===== src/rtl/multicycle_control.sv =====
// Main control FSM for the 16-bit multicycle processor.
// Sequences fetch/decode/execute/memory/write-back, drives every datapath
// enable and mux select, and stalls on the memory ready handshake.
module multicycle_control (
    input  logic       clock,
    input  logic       reset,
    input  logic [3:0] opcode,
    input  logic       zero,
    input  logic       mem_ready,
    output logic       pc_en,
    output logic [1:0] pc_source,
    output logic       i_or_d,
    output logic       mem_read,
    output logic       mem_write,
    output logic       ir_write,
    output logic       reg_dst,
    output logic       mem_to_reg,
    output logic       reg_write,
    output logic       alu_src_a,
    output logic [1:0] alu_src_b,
    output logic [1:0] alu_op,
    output logic [3:0] state,
    output logic       illegal
);

    localparam logic [3:0] OP_R    = 4'd0;
    localparam logic [3:0] OP_LW   = 4'd1;
    localparam logic [3:0] OP_SW   = 4'd2;
    localparam logic [3:0] OP_BEQ  = 4'd3;
    localparam logic [3:0] OP_BNE  = 4'd4;
    localparam logic [3:0] OP_ADDI = 4'd5;
    localparam logic [3:0] OP_J    = 4'd6;

    typedef enum logic [3:0] {
        FETCH  = 4'd0,
        DECODE = 4'd1,
        MEMADR = 4'd2,
        MEMRD  = 4'd3,
        MEMWB  = 4'd4,
        MEMWR  = 4'd5,
        EXEC   = 4'd6,
        ALUWB  = 4'd7,
        BRANCH = 4'd8,
        JUMP   = 4'd9,
        ADDIEX = 4'd10,
        ADDIWB = 4'd11
    } state_t;

    state_t     cur, nxt;
    logic [3:0] op_q;

    // State register; reset drops straight back to FETCH.
    always_ff @(posedge clock or negedge reset) begin
        if (!reset) cur <= FETCH;
        else        cur <= nxt;
    end

    // Capture the opcode while decoding so later states ignore IR changes.
    always_ff @(posedge clock or negedge reset) begin
        if (!reset)              op_q <= 4'd0;
        else if (cur == DECODE)  op_q <= opcode;
    end

    // Next-state and control outputs; everything stays 0 while reset is low.
    always_comb begin
        nxt        = FETCH;
        pc_en      = 1'b0;
        pc_source  = 2'b00;
        i_or_d     = 1'b0;
        mem_read   = 1'b0;
        mem_write  = 1'b0;
        ir_write   = 1'b0;
        reg_dst    = 1'b0;
        mem_to_reg = 1'b0;
        reg_write  = 1'b0;
        alu_src_a  = 1'b0;
        alu_src_b  = 2'b00;
        alu_op     = 2'b00;
        illegal    = 1'b0;
        state      = cur;
        if (reset) begin
            case (cur)
                FETCH: begin
                    mem_read  = 1'b1;
                    alu_src_b = 2'b01;
                    ir_write  = mem_ready;
                    pc_en     = mem_ready;
                    nxt       = mem_ready ? DECODE : FETCH;
                end
                DECODE: begin
                    alu_src_b = 2'b10;
                    case (opcode)
                        OP_R:          nxt = EXEC;
                        OP_LW, OP_SW:  nxt = MEMADR;
                        OP_BEQ, OP_BNE: nxt = BRANCH;
                        OP_ADDI:       nxt = ADDIEX;
                        OP_J:          nxt = JUMP;
                        default: begin
                            illegal = 1'b1;
                            nxt     = FETCH;
                        end
                    endcase
                end
                MEMADR: begin
                    alu_src_a = 1'b1;
                    alu_src_b = 2'b10;
                    nxt       = (op_q == OP_LW) ? MEMRD : MEMWR;
                end
                MEMRD: begin
                    mem_read = 1'b1;
                    i_or_d   = 1'b1;
                    nxt      = mem_ready ? MEMWB : MEMRD;
                end
                MEMWB: begin
                    reg_write  = 1'b1;
                    mem_to_reg = 1'b1;
                end
                MEMWR: begin
                    mem_write = 1'b1;
                    i_or_d    = 1'b1;
                    nxt       = mem_ready ? FETCH : MEMWR;
                end
                EXEC: begin
                    alu_src_a = 1'b1;
                    alu_op    = 2'b10;
                    nxt       = ALUWB;
                end
                ALUWB: begin
                    reg_write = 1'b1;
                    reg_dst   = 1'b1;
                end
                BRANCH: begin
                    alu_src_a = 1'b1;
                    alu_op    = 2'b01;
                    pc_source = 2'b01;
                    pc_en     = (op_q == OP_BNE) ? ~zero : zero;
                end
                ADDIEX: begin
                    alu_src_a = 1'b1;
                    alu_src_b = 2'b10;
                    alu_op    = 2'b11;
                    nxt       = ADDIWB;
                end
                ADDIWB: reg_write = 1'b1;
                JUMP: begin
                    pc_source = 2'b10;
                    pc_en     = 1'b1;
                end
                default: nxt = FETCH;
            endcase
        end
    end

endmodule


===== config.mk =====
export PLATFORM = sky130hd
export DESIGN_NAME = multicycle_control
export DESIGN_NICKNAME = d
export VERILOG_FILES = /design/src/rtl/multicycle_control.sv
export SDC_FILE = /design/constraint.sdc
export NUM_CORES = 1
export LEC_CHECK = 0
export BUFFER_PORTS_ARGS = -buffer_cell sky130_fd_sc_hd__buf_2
export CORE_MARGIN = 3
export CORE_UTILIZATION = 47
export CTS_CLUSTER_DIAMETER = 40
export DETAILED_ROUTE_END_ITERATION = 8
export HOLD_SLACK_MARGIN = 0.05
export PLACE_DENSITY_LB_ADDON = 0.2
export SLEW_MARGIN = 20
export SYNTH_ARGS = -nofsm -noshare
export SYNTH_HDL_FRONTEND = slang
export SYNTH_SLANG_ARGS = --single-unit

===== constraint.sdc =====
create_clock -name clock -period 1.83 [get_ports clock]
set_input_delay 0.2745 -clock clock [delete_from_list [all_inputs] [get_ports clock]]
set_output_delay 0.2745 -clock clock [all_outputs]
set_load 0.1 [all_outputs]

==> metrics.yaml, run 1 <==
outcome:
  outcome: "stopped before the end"
  failing_step: "detailed placement (3_5_place_dp)"
  first-error: "[ERROR DPL-0038] Utilization greater than 100%, impossible to legalize"
logic_synthesis:
  synth_cell_type_count: 32
  async_flop_share: 1.00
  synth_xor_area_frac: 0.0372
  yosys.area_share.simple: 0.398
  synth-edff-count: 0
  syn_nets: 101
  synthAdderAreaFrac: 0
  yosys.area.top_type_share: 0.283
  synth_area_per_cell_um2: 7.60
  synth_top_cell_by_area: "dfrtp_1"
  ys_warn_count: 0
  synth_ff_type: "dfrtp_1"
  synth_compound_area_frac: 0.156
  syn_area_um2: 707
  yosys-mux-area-fraction: 0.0779
  synth.area.top_cells: "dfrtp_1 28%, nor2_1 9.6%, mux2_2 6.4%"
  seq_area_frac_synth: 0.283
  synth_top_family_by_area: "simple AND/OR/NAND/NOR gates"
  synthCells: 93
  ys_seq_elements: 8
floorplan:
  num_rows: 13
  die_w_um: 44.8
  start_util: 0.524
  ios: 28
  die_h_um: 44.8
placement:
  io_buffers: 27
  gp_congestion: 0.944
[cells in the mapped netlist, drive strengths merged (2+ instances only)]
| library cell | number |
|---|---|
| nand2 | 5 |
| a21oi | 6 |
| buf | 4 |
| nor2 | 18 |
| dfrtp | 8 |
| a22oi | 2 |
| nand2b | 7 |
| nand3 | 4 |
| nor4b | 3 |
| inv | 2 |
| mux2 | 4 |
| a31oi | 3 |
| o21ai | 2 |
| xnor2 | 2 |
| nor3 | 5 |
| clkbuf | 2 |
| nor2b | 3 |
[kinds of logic after synthesis]
kind of cell,after synthesis
AOI/OAI and AO/OA,17
xor gates and xnor gates,3
buffers and inverters,8
muxes,5
and+or+nand+nor,52
DFF,8
[per-stage QoR]
stage / TNS (ns) / std cells / setup WS (ns)
after floorplan: -6.89 / 93 / -0.912
after global placement: -0.0716 / 142 / -0.0716
==> run 2: changes to the inputs <==
Settings changed: CORE_AREA set to 3 3 64 66, CORE_MARGIN 3 to unset, CORE_UTILIZATION 47 to unset, CTS_CLUSTER_DIAMETER 40 to unset, DIE_AREA set to 0 0 67 69, HOLD_SLACK_MARGIN 0.05 to unset, PLACE_DENSITY_LB_ADDON 0.2 to 0.15.
==> metrics.yaml, run 2 <==
outcome:
  outcome: "complete, but fails checks"
  failed_checks: "negative setup slack"
placement:
  gp_congestion: 0.741  # -21%
  dp_hpwl_um: 1890
  io_buffers: 27  # unchanged
  dp_cells: 179
power:
  total_power_uw: 946
  vdd_drop_max_mv: 0.387
  power.density_nw_per_um2: 568
  p_leak_uw: 0.000635
worst_setup_path:
  crit_arrival_ns: 1.65
  crit_chain: "nor4b_2 > xor2_1 > a221oi_2 > nor4_4 > buf_12"
  critPathTopFamily: "simple AND/OR/NAND/NOR gates"
  slowest_delay_ns: 0.38
  worst-setup-path-type: "flip-flop to output port"
  cp_num_buf_inv: 1
  cp-start-kind: "flip-flop"
  worst-path-max-fanout: 2
  cpMaxStageDelayCell: "dfrtp_1"
  endpoint_kind: "output port"
  reg2reg_setup_slack_ns: 0.08
  required_ns: 1.56
floorplan:
  core_um2: 3630
  start_util: 0.195  # -0.329
  die_h_um: 69  # +54%
  die_w_um: 67  # +50%
  dieArea_um2: 4620
  num_rows: 22  # +9
  ios: 28  # unchanged
detailed_routing:
  wl_per_cell_um: 12.9
  drc: 0
  met1_length_um: 1030
  ant_nets: 0
  wl_met2_um: 1330
  drt_iter0_markers: 13
  vias_per_cell: 4.55
  vias: 878
  drt-total-wl_um: 2490
  drt_pass1_iterations: 4
  wl_met3_um: 78
  routed.top_layer: "met4"
final_layout:
  layout.area.seq_um2: 215
  drive_gt1_frac: 0.717
  final_common_cell: "buf_4"
  multi_input_comb_area_um2: 727
  fillers: 356
  nets: 155
  area_delta_synth_final_pct: 136
  mostFrequentLayoutCells: "21 x buf_4, 16 x buf_12, 11 x buf_2"
  instances_no_fill: 193
  num_antenna_cells: 0
logic_synthesis:
  synth_ff_type: "dfrtp_1"
  synth.area.top_cells: "dfrtp_1 28%, nor2_1 9.6%, mux2_2 6.4%"
  seq_area_frac_synth: 0.283  # unchanged
  yosys.area.top_type_share: 0.283  # unchanged
  ys_warn_count: 0  # unchanged
  synthCells: 93  # unchanged
  ys_seq_elements: 8  # unchanged
  synth_area_per_cell_um2: 7.60  # unchanged
  syn_area_um2: 707  # unchanged
  syn_nets: 101  # unchanged
  synth_common_cells: "18 x nor2_1, 8 x dfrtp_1, 7 x nand2b_1"
  synth_top_cell_by_area: "dfrtp_1"
  yosysMostFrequentCell: "nor2_1"
  async_flop_share: 1.00  # unchanged
  synth_cell_type_count: 32  # unchanged
  synth-edff-count: 0  # unchanged
timing:
  whs_ns: 0.0229
  setup_slack_ns: -0.0993
  fin_setup_tns_ns: -0.267
  hold_viol_final: 0
  fmaxAchievable_mhz: 518
  relSlewSlack: 0.611
  slew_viol_final: 0
  finalCritPeriodShare: 1.05
  setup_viol: 5
  rsz0062_at_grt: "yes"
  fin_crit_ns: 1.93
  worst_pin_slew_ns: 0.578
  skew_ns: 0.00538
job:
  max_cap_viol_count: 0
clock_tree:
  h-tree-depth: 1
  numCtsBuffers: 3
  clkTransAtPathRegs_ns: 0.04
  clk_latency_ns: 0.23
  cts_sinks: 8
  cts.path.max_buffers: 2
  cts_root_buffer: "clkbuf_8"
  cts_tree: "built"
  cts.hold.buffers_added: 0
global_route:
  grt_pass1_vias: 871
  antenna_found_initial: 0
  grt_pass1_wl_um: 4060
  grt.overflow.total: 0
  grt_use_total: 0.112
  grt_max_degree: 15
worst_hold_path:
  hold_class: "input port to asynchronous set/reset pin"
==> run 2: metal layers <==
metal  vias to the layer above  GRT usage
met2                        22      0.181
met5                         -          0
met1                       415      0.144
li1                        437          -
met3                         4     0.0114
met4                         0     0.0541
==> run 2: worst paths after layout <==
path                                       end  depth (start not counted)           startpoint
max                                      pc_en                          5  op_q[3]$_DFFE_PN0P_
min                        op_q[2]$_DFFE_PN0P_                          2                reset
max reg2reg                 state[2]$_DFF_PN0_                          6   state[2]$_DFF_PN0_
min reg2reg                op_q[2]$_DFFE_PN0P_                          2  op_q[2]$_DFFE_PN0P_
max in group asynchronous   state[0]$_DFF_PN0_                          2                reset
min in group clock         op_q[3]$_DFFE_PN0P_                          2            opcode[3]
==> run 2: where the power goes <==
group | internal [uW] | total [uW] | switching (uW)
Clock | 142 | 207 | 64.6
Combinational | 215 | 493 | 279
Sequential | 211 | 246 | 35.4
Total | 567 | 946 | 379
==> run 2: kinds of logic after synthesis <==
group,count (synthesis),synth area share
AO/OA/AOI/OAI,17,0.156
flip-flops,8,0.283
AND/OR/NAND/NOR,52,0.398
buffers and inverters,8,0.0478
XOR/XNOR,3,0.0372
multiplexers,5,0.0779
==> run 2: area by class of cell <==
class | instances | share of cell area
clock buffers | 3 | 0.0248
repair buffers | 55 | 0.367
inverters | 2 | 0.00676
flip-flops and latches | 8 | 0.129
multi-input cells | 77 | 0.436
well taps | 48 | 0.0360
==> run 2: per-stage QoR <==
| step | area [um^2] | setup slack (ns) | util |
|---|---|---|---|
| after floorplan | 930 | -0.912 | - |
| after global placement | 1410 | -0.0429 | 0.388 |
| after detailed placement | 1410 | -0.0577 | 0.388 |
| after CTS | 1570 | -0.117 | 0.433 |
| after global routing | 1670 | -0.245 | 0.459 |
| final | 1670 | -0.0993 | 0.459 |
==> run 2: worst register-to-register path, delay by kind of cell, from the launching register on <==
kind / cells / cell delay, ns
compound gates: 1 / 0.12
buf+inv: 2 / 0.32
flops: 1 / 0.50
simple gates: 3 / 0.74
==> run 2: timing repair <==
action	4_1_cts	5_1_grt
pin swaps	10	5
buffers inserted	8	3
setup endpoints to repair	11	15
gates resized for setup	14	17
(Power assumes the default switching activity.)
==> run 3: changes to the inputs <==
Settings changed: BUFFER_PORTS_ARGS -buffer_cell sky130_fd_sc_hd__buf_2 to unset, DONT_BUFFER_PORTS set to 1.
==> metrics.yaml, run 3 (synthesis results as in run 2) <==
outcome:
  outcome: "complete, but fails checks"
  failed_checks: "negative setup slack"
power:
  p_leak_uw: 0.000577  # -9.0%
  power.density_nw_per_um2: 585  # +3.0%
  vdd_drop_max_mv: 0.487  # +26%
clock_tree:
  clkTransAtPathRegs_ns: 0.04  # about the same
  numCtsBuffers: 3  # unchanged
  cts_sinks: 8  # unchanged
  cts_tree: "built"
  clk_latency_ns: 0.23  # about the same
  h-tree-depth: 1  # unchanged
  cts_root_buffer: "clkbuf_8"
  cts.path.max_buffers: 2  # unchanged
detailed_routing:
  vias_per_cell: 4.78  # +5.0%
  vias: 860  # -2.1%
  wl_per_cell_um: 14.1  # +9.6%
  drt-total-wl_um: 2540  # +2.2%
  drt_pass1_iterations: 4  # unchanged
  ant_nets: 0  # unchanged
  drt_iter0_markers: 12  # -1
  drc: 0  # unchanged
timing:
  slew_viol_final: 0  # unchanged
  setup_slack_ns: -0.189  # -0.0900 ns
  fmaxAchievable_mhz: 495  # -4.5%
  setup_viol: 4  # -1
  rsz0062_at_grt: "yes"
  fin_crit_ns: 2.02  # +0.0900 ns
  finalCritPeriodShare: 1.10  # +0.0492
  worst_pin_slew_ns: 0.612  # +0.0335 ns
  hold_viol_final: 0  # unchanged
  whs_ns: 0.196  # +0.173 ns
  relSlewSlack: 0.588  # -0.0226
  skew_ns: 0.00365  # -0.00173 ns
  fin_setup_tns_ns: -0.430  # -0.162 ns
final_layout:
  area_delta_synth_final_pct: 126
  final_common_cell: "buf_4"
  mostFrequentLayoutCells: "21 x buf_4, 15 x buf_12, 10 x nor2_1"
  num_antenna_cells: 0  # unchanged
  drive_gt1_frac: 0.667  # -0.0506
  nets: 142  # -8.4%
  final_core_util: 0.440  # -0.0189
  instances_no_fill: 180  # -6.7%
worst_setup_path:
  endpoint_kind: "output port"
  required_ns: 1.56  # about the same
  worst-setup-path-type: "flip-flop to output port"
  crit_arrival_ns: 1.74  # +0.09 ns
  cp-start-kind: "flip-flop"
  worst-path-max-fanout: 2  # unchanged
floorplan:
  num_rows: 22  # unchanged
  dieArea_um2: 4620  # unchanged
  die_w_um: 67  # unchanged
  core_um2: 3630  # unchanged
  die_h_um: 69  # unchanged
  ios: 28  # unchanged
  start_util: 0.195  # unchanged
placement:
  io_buffers: 0  # -100%
  dp_hpwl_um: 1830  # -3.2%
  dp_cells: 170  # -5.0%
  gp_congestion: 0.712  # -3.9%
global_route:
  grt_pass1_wl_um: 4110  # +1.2%
  grt_pass1_vias: 847  # -2.8%
  grt.overflow.total: 0  # unchanged
  antenna_found_initial: 0  # unchanged
  grt_use_total: 0.112  # +0.000183
  grt_max_degree: 18  # +3
worst_hold_path:
  hold_class: "input port to flip-flop"
job:
  max_cap_viol_count: 0  # unchanged
==> run 3: cell types whose count changed in the layout (fill, tap and decap cells not counted), moves of 2 or more <==
cell / change
buf_2: -11
buf_6: -3
nor2_1: +3
nor2_2: -2
==> run 3: timing repair <==
item | 4_1_cts | 5_1_grt
endpoints found under the hold margin | 8 | 0
hold buffers | 1 | 0
endpoints found under the setup margin | 11 | 14
cloned | 0 | 0
buffers inserted | 6 | 0
gates resized for setup | 11 | 16
pin swaps | 13 | 5
==> run 3: final cells by class <==
type	count	area, um^2
Inverter	2	7.51
Fill cell	369	2040
Clock buffer	3	41.3
Multi-Input combinational cell	77	746
Sequential cell	8	215
Tap cell	48	60.1
Timing Repair Buffer	42	528
==> run 3: through the flow <==
step / setup slack, ns / total power [uW] / instance area [um^2]
after floorplan: -0.912 / 524 / 930
after global placement: -0.0524 / 653 / 1370
after detailed placement: -0.113 / 662 / 1370
after CTS: -0.191 / 903 / 1520
after global routing: -0.249 / 980 / 1600
final: -0.189 / 934 / 1600
==> run 3: path summary, 6_finish.rpt <==
kind | to | cells past startpoint | from | slack, ns
max | pc_en | 5 | op_q[1]$_DFFE_PN0P_ | -0.19
min | op_q[1]$_DFFE_PN0P_ | 1 | opcode[1] | 0.20
max reg2reg | state[2]$_DFF_PN0_ | 6 | state[2]$_DFF_PN0_ | 0.01
min reg2reg | op_q[2]$_DFFE_PN0P_ | 2 | op_q[2]$_DFFE_PN0P_ | 0.66
max in group asynchronous | state[0]$_DFF_PN0_ | 1 | reset | 1.14
min in group asynchronous | op_q[1]$_DFFE_PN0P_ | 1 | reset | 0.40
==> run 3: worst max-delay path, stage by stage (launching register included) <==
cell	delay, ns
dfrtp_1	0.41
nor4b_4	0.33
xor2_1	0.25
a221oi_2	0.11
nor4_4	0.20
buf_12	0.21
==> run 3: per-layer routing <==
metal | vias to the layer above | global-route usage | wire (um)
li1 | 412 | - | -
met1 | 419 | 0.142 | 1080
met2 | 25 | 0.190 | 1320
met3 | 4 | 0.0130 | 116
met4 | 0 | 0.0405 | 27
met5 | - | 0 | 0
==> run 3: where the power goes <==
part	total [uW]	internal, uW	switching [uW]
clock	207	142	64.7
combinational	466	206	260
sequential	261	211	50.8
==> run 4: changes to the inputs <==
Settings changed: ABC_AREA set to 1.
==> metrics.yaml, run 4 <==
clock_tree:
  clk_latency_ns: 0.22  # about the same
  h-tree-depth: 1  # unchanged
  clkTransAtPathRegs_ns: 0.04  # about the same
  cts_tree: "built"
  cts_sinks: 8  # unchanged
  cts_root_buffer: "clkbuf_8"
  cts.path.max_buffers: 2  # unchanged
  numCtsBuffers: 3  # unchanged
global_route:
  antenna_found_initial: 0  # unchanged
  grt_max_degree: 12  # -6
  grt.overflow.total: 0  # unchanged
  grt_use_total: 0.103  # -0.00941
  grt_pass1_vias: 828  # -2.2%
  grt_pass1_wl_um: 3710  # -9.7%
logic_synthesis:
  ys_seq_elements: 8  # unchanged
  synth_ff_type: "dfrtp_1"
  synthCells: 118  # +27%
  async_flop_share: 1.00  # unchanged
  synth.area.top_cells: "dfrtp_1 29%, nand2_1 14%, nor2_1 12%"
  synth_area_per_cell_um2: 5.92  # -22%
  synth-edff-count: 0  # unchanged
  synth_top_cell_by_area: "dfrtp_1"
  synth_cell_type_count: 21  # -34%
  yosysMostFrequentCell: "nand2_1"
  syn_area_um2: 698  # -1.2%
  yosys.area.top_type_share: 0.287  # +0.00355
  synth_common_cells: "26 x nand2_1, 23 x nor2_1, 18 x inv_1"
  ys_warn_count: 0  # unchanged
  syn_nets: 126  # +25%
  seq_area_frac_synth: 0.287  # +0.00355
timing:
  whs_ns: 0.177  # -0.0190 ns
  finalCritPeriodShare: 0.991  # -0.112
  rsz0062_at_grt: "yes"
  relSlewSlack: 0.750  # +0.162
  skew_ns: 0.00221  # -0.00144 ns
  setup_viol: 0  # -4
  hold_viol_final: 0  # unchanged
  fin_crit_ns: 1.81  # -0.205 ns
  worst_pin_slew_ns: 0.374  # -0.237 ns
  setup_slack_ns: 0.0157  # +0.205 ns
  slew_viol_final: 0  # unchanged
  fmaxAchievable_mhz: 551  # +11%
power:
  power.switching_uw: 317  # -16%
  intPower_uw: 460  # -18%
  seqPwrFrac: 0.296  # +0.016
  pwr-share-clk: 0.263  # +0.042
  p_leak_uw: 0.000651  # +13%
  switching_share: 0.408  # +0.00554
  combinationalPowerShare: 0.440  # -0.059
  vdd_drop_max_mv: 0.288  # -41%
  total_power_uw: 777  # -17%
  power.density_nw_per_um2: 525  # -10%
worst_setup_path:
  slowest_delay_ns: 0.50  # +0.09 ns
  crit_arrival_ns: 1.54  # -0.20 ns
  crit_chain: "nor2_4 > inv_2 > nor2_4 > nand3_4 > a21oi_4 > buf_12"
  cp_num_buf_inv: 2  # +1
  required_ns: 1.56  # about the same
  cpMaxStageDelayCell: "dfrtp_4"
  crit_top_cell: "nor2_4"
  critPathTopFamily: "flip-flops"
  worst-setup-path-type: "flip-flop to output port"
  endpoint_kind: "output port"
  cp-start-kind: "flip-flop"
  worst-path-max-fanout: 4  # +2
floorplan:
  die_w_um: 67  # unchanged
  num_rows: 22  # unchanged
  core_um2: 3630  # unchanged
  dieArea_um2: 4620  # unchanged
  ios: 28  # unchanged
  start_util: 0.192  # -0.00241
  die_h_um: 69  # unchanged
final_layout:
  nets: 159  # +12%
  fin_area_um2: 1480  # -7.4%
  num_antenna_cells: 0  # unchanged
  area_delta_synth_final_pct: 112
  drive_gt1_frac: 0.550  # -0.116
  fillers: 376  # +1.9%
  mostFrequentLayoutCells: "18 x nand2_1, 16 x buf_12, 13 x nor2_1, 13 x buf_4, 12 x inv_1"
  final_core_util: 0.407  # -0.0324
  final_common_cell: "nand2_1"
placement:
  place_area_um2: 1320  # -3.6%
  dp_slack_ns: 0.153  # +0.266 ns
  dp_hpwl_um: 1850  # +1.0%
  gp_congestion: 0.772  # +8.4%
  io_buffers: 0  # unchanged
detailed_routing:
  ant_nets: 0  # unchanged
  drt-total-wl_um: 2220  # -13%
  wl_per_cell_um: 11.3  # -20%
  vias: 805  # -6.4%
  vias_per_cell: 4.09  # -14%
  drc: 0  # unchanged
  drt_iter0_markers: 10  # -2
  drt_pass1_iterations: 4  # unchanged
job:
  max_cap_viol_count: 0  # unchanged
outcome:
  outcome: "completed"
worst_hold_path:
  hold_class: "input port to flip-flop"
## run 4: changes by cell type after synthesis, sizes merged, moves of 4 or more
cell	before	now
nand2	5	29
inv	2	22
nand3	4	12
nor2	18	26
nand2b	7	0
mux2	4	0
## run 4: final cells by class
type                    instances  area, um^2  share of cell area
multi-input cells              86         641               0.433
repair buffers                 30         428               0.289
flip-flops and latches          8         215               0.145
inverters                      22        95.1              0.0642
well taps                      48        60.1              0.0406
clock buffers                   3        41.3              0.0279
## run 4: routing by layer
metal | vias to the layer above | wire, um | track usage
met4 | 0 | 19 | 0.0405
met3 | 2 | 100 | 0.0163
met1 | 350 | 963 | 0.125
met2 | 21 | 1140 | 0.175
met5 | - | 0 | 0
li1 | 432 | - | -
## run 4: timing repair
item | 4_1_cts | 5_1_grt
pin swaps | 4 | 8
hold buffers | 1 | 0
buffers inserted | 3 | 2
setup endpoints to repair | 2 | 5
endpoints found under the hold margin | 8 | 0
gates resized for setup | 6 | 12
## run 4: final timing paths
check | startpoint | end | slack (ns) | depth (start not counted)
setup / recovery | state[1]$_DFF_PN0_ | pc_en | 0.02 | 6
setup reg to reg | state[1]$_DFF_PN0_ | state[1]$_DFF_PN0_ | 0.40 | 9
hold / removal | opcode[2] | op_q[2]$_DFFE_PN0P_ | 0.18 | 2
hold reg to reg | op_q[3]$_DFFE_PN0P_ | op_q[3]$_DFFE_PN0P_ | 0.54 | 1
max in group asynchronous | reset | state[1]$_DFF_PN0_ | 1.12 | 1
min in group asynchronous | reset | state[3]$_DFF_PN0_ | 0.40 | 1
## run 4: power by group through the flow
| stage | registers, uW | logic (uW) | clock network [uW] |
|---|---|---|---|
| finish | 230 | 342 | 205 |
| global route | 233 | 365 | 225 |
| CTS | 228 | 339 | 214 |
| detailed placement | 231 | 324 | 0 |
| global placement | 229 | 324 | 0 |
| floorplan | 251 | 217 | 0 |
## run 4: kinds of logic after synthesis
logic type,Yosys count,share of synthesized area
and+or+nand+nor,71,0.455
buffers and inverters,24,0.140
AOI/OAI and AO/OA,15,0.118
DFF,8,0.287
## run 4: metrics by stage
stage | setup TNS [ns] | instances
2_1_floorplan | -2.10 | 118
3_3_place_gp | 0 | 188
3_5_place_dp | 0 | 188
4_1_cts | -0.0184 | 195
5_1_grt | -0.0869 | 197
6_report | 0 | 197
